### config.mk
export PLATFORM = sky130hd
export DESIGN_NAME = tsg_divider
export DESIGN_NICKNAME = d
export VERILOG_FILES = /design/src/rtl/tsg_divider.sv
export SDC_FILE = /design/constraint.sdc
export NUM_CORES = 1
export LEC_CHECK = 0
export CORE_UTILIZATION = 46
export CTS_BUF_LIST = sky130_fd_sc_hd__clkbuf_8 sky130_fd_sc_hd__clkbuf_16
export DETAILED_ROUTE_END_ITERATION = 10
export PLACE_DENSITY = 0.72
export SYNTH_ARGS = -nofsm -noshare
export SYNTH_HDL_FRONTEND = slang
export SYNTH_SLANG_ARGS = --single-unit
### constraint.sdc
create_clock -name clk -period 4.7 [get_ports clk]
set_input_delay 0.94 -clock clk [delete_from_list [all_inputs] [get_ports clk]]
set_output_delay 0.94 -clock clk [all_outputs]
set_load 0.005 [all_outputs]
### src/rtl/tsg_divider.sv
// Sample-rate tick generator: one-cycle tick every div+1 cycles while enabled.
//   clk, rst  : clock, synchronous active-high reset
//   enable    : count runs when 1; 0 clears the count
//   restart   : clears the count and suppresses the tick this cycle
//   div       : divide value (0 = tick every cycle)
//   tick      : combinational tick strobe
module tsg_divider #(
  parameter int unsigned DIV_WIDTH = 16
) (
  input  logic                 clk,
  input  logic                 rst,
  input  logic                 enable,
  input  logic                 restart,
  input  logic [DIV_WIDTH-1:0] div,
  output logic                 tick
);

  logic [DIV_WIDTH-1:0] count;

  assign tick = enable && !restart && (count == div);

  always_ff @(posedge clk) begin
    if (rst || restart || !enable || tick) begin
      count <= '0;
    end else begin
      count <= count + 1'b1;
    end
  end

endmodule

==> impl_metrics.ini <==
[outcome]
status = finished clean

[timing]
worst_slack_ns = 0.856
finalSetupViolCount = 0
fmax_ghz = 0.260
setup_tns_ns = 0
drv_slew = 0
holdWs_ns = 0.520
period_share_pct = 81.8
slew_headroom_pct = 41.0
finalHoldViolations = 0
worst_slew_pin_slew_ns = 0.883
finClkSkew_ns = 0.00184
rsz0062_at_grt = no
min_period_ns = 3.84

[drt]
dr.pass1.iters = 4
vias = 765
initialDrtViolationCount = 21
wl_per_cell_um = 12.9
met3WireLength_um = 115
dr.max_layer_used = met4
wl_met2_um = 895
drcViolationCount = 0
routed_wirelength_um = 1890
viasPerCell = 5.20
wl_met1_um = 869
antenna_left = 0

[clocking]
cts_sinks = 16
post_cts_buffers = 0
clockBufferDepth = 2
cts_max_level = 1
cts_hold_buf = 0
clock_latency_ns = 0.25
ctsResizeCount = 0
clk_pin_slew_ns = 0.06
cts_made_buffers = 3
root_buffer = clkbuf_8
cts_tree = yes

[placement]
place.gp.congestion = 0.817
numPortBuffers = 20
hpwl_um = 1430
dp_cells = 143
pre_cts_ws_ns = 0.857

[finish]
top_regs = count x16
final_cells = 147
top_register = count
drive_gt1_share_pct = 4.10
fin_nets = 144
largest_reg_flops = 16
syn_to_final_growth_pct = 30.4
diodes = 0

[floorplan]
die_y_um = 45.8
start_util_pct = 50.0
die_area_um2 = 2100
ios = 21
rows = 15
die_w_um = 45.8
core_um2 = 1760

[critical_path]
rr_worst_depth = 5
r2r-end = count[7]
crit_slowest_cell = clkdlybuf4s50_1
startpoint_type = input port
cp_cell_sequence = clkdlybuf4s50_1 > xor2_1 > nor4_1 > nand2_1 > nor4_1 > clkdlybuf4s50_1
required_ns = 3.76
crit_arrival_ns = 2.90
end_kind = primary output
endpoint = tick
max_stage_delay_ns = 0.54
critPathKind = input port to primary output
rr_startpoint = count[0]
worst-path-max-fanout = 2
crit_start = div[10]
r2r_slack_ns = 2.45

[synthesis]
synthCells = 101
yosysSeqAreaShare_pct = 36.3
syn_area_um2 = 882
post_synth_num_cell_types = 17
yosys_warnings = 0
synth_nets = 122
synth-seq-cells = 16
avgSynthCellArea_um2 = 8.73

[min_path]
hold_start = count[0]
hold_class = flop to flop

[global_routing]
grt_overflow = 0
grt_pass1_wl_um = 3000
grt_usage_pct = 20.7
grt_max_degree = 17
grt_pass1_vias = 725
antenna_found_initial = 0

[power_and_ir_drop]
p_per_area_nw_per_um2 = 250
p_leak_uw = 0.000370
vdd_ir_drop_max_uv = 181

[flow_run]
drv_cap = 0
## per-layer routing
metal | vias to the layer above | GRT usage, %
li1 | 382 | -
met1 | 352 | 24.9
met2 | 29 | 34.9
met3 | 2 | 3.97
met4 | 0 | 10.6
met5 | - | 0
## Yosys cell counts
cell / count / share of area [%]
and4_1: 1 / 0.99
o41ai_4: 1 / 3.1
xor2_1: 15 / 15
clkbuf_1: 2 / 0.85
dfxtp_1: 16 / 36
nor2_1: 20 / 8.5
inv_1: 2 / 0.85
ha_1: 1 / 1.4
buf_6: 1 / 1.3
nand4_1: 6 / 4.3
nor3b_1: 1 / 0.85
nand2_1: 5 / 2.1
nor3_1: 1 / 0.57
nand3_1: 7 / 4.0
nand3b_1: 1 / 0.85
xnor2_1: 15 / 15
nor4_1: 6 / 4.3
## area by class of cell
class	instances	area (um^2)
inverters	2	7.51
multi-input cells	80	536
clock buffers	4	55.1
flip-flops and latches	16	320
fillers	170	614
repair buffers	20	200
well taps	25	31.3
## power by group
part           internal (uW)  total (uW)  switching [uW]
Combinational           19.3        28.9            9.68
Clock                   74.3         122            47.7
Sequential               136         137           0.793
Total                    230         288            58.1
## critical path: cells and delay by family
| family | cells | cell delay, ns |
|---|---|---|
| AND/OR/NAND/NOR | 3 | 0.87 |
| buffers and inverters | 2 | 0.95 |
| XOR/XNOR | 1 | 0.14 |
## logic make-up (layout without fill, tap and decap cells)
logic type               after synthesis  after routing  share of synthesized area, %
AO/OA/AOI/OAI                          1              1                          3.12
XOR/XNOR                              30             30                          29.8
buffers and inverters                  5             26                          2.98
AND/OR/NAND/NOR                       48             48                          26.4
adder cells (fa/ha/maj)                1              1                          1.42
flip-flops                            16             16                          36.3
## how the worst min path moves through the flow
stage               slack [ns]  cells after the start   endpoint
floorplan                 0.46                      1   count[0]
global placement          0.49                      1   count[0]
detailed placement        0.51                      1   count[0]
CTS                       0.53                      1   count[0]
global route              0.58                      2  count[15]
finish                    0.52                      1   count[0]
## through the flow
stage | utilization [%] | total power, uW | instance area [um^2]
global placement | 62.1 | 168 | 1090
detailed placement | 62.1 | 169 | 1090
finish | 65.2 | 288 | 1150
floorplan | - | 150 | 882
global route | 65.2 | 299 | 1150
CTS | 65.2 | 291 | 1150
## cells in the final DEF, fill, tap and decap left out, types with 2 or more instances in the layout
cell type	count
xor2_1	15
nand3_1	7
xnor2_1	15
inv_1	2
dfxtp_1	16
nand4_1	6
nor4_1	6
clkdlybuf4s50_1	20
nor2_1	20
clkbuf_8	4
nand2_1	5
Note: power is estimated with default switching activity, not from simulation.
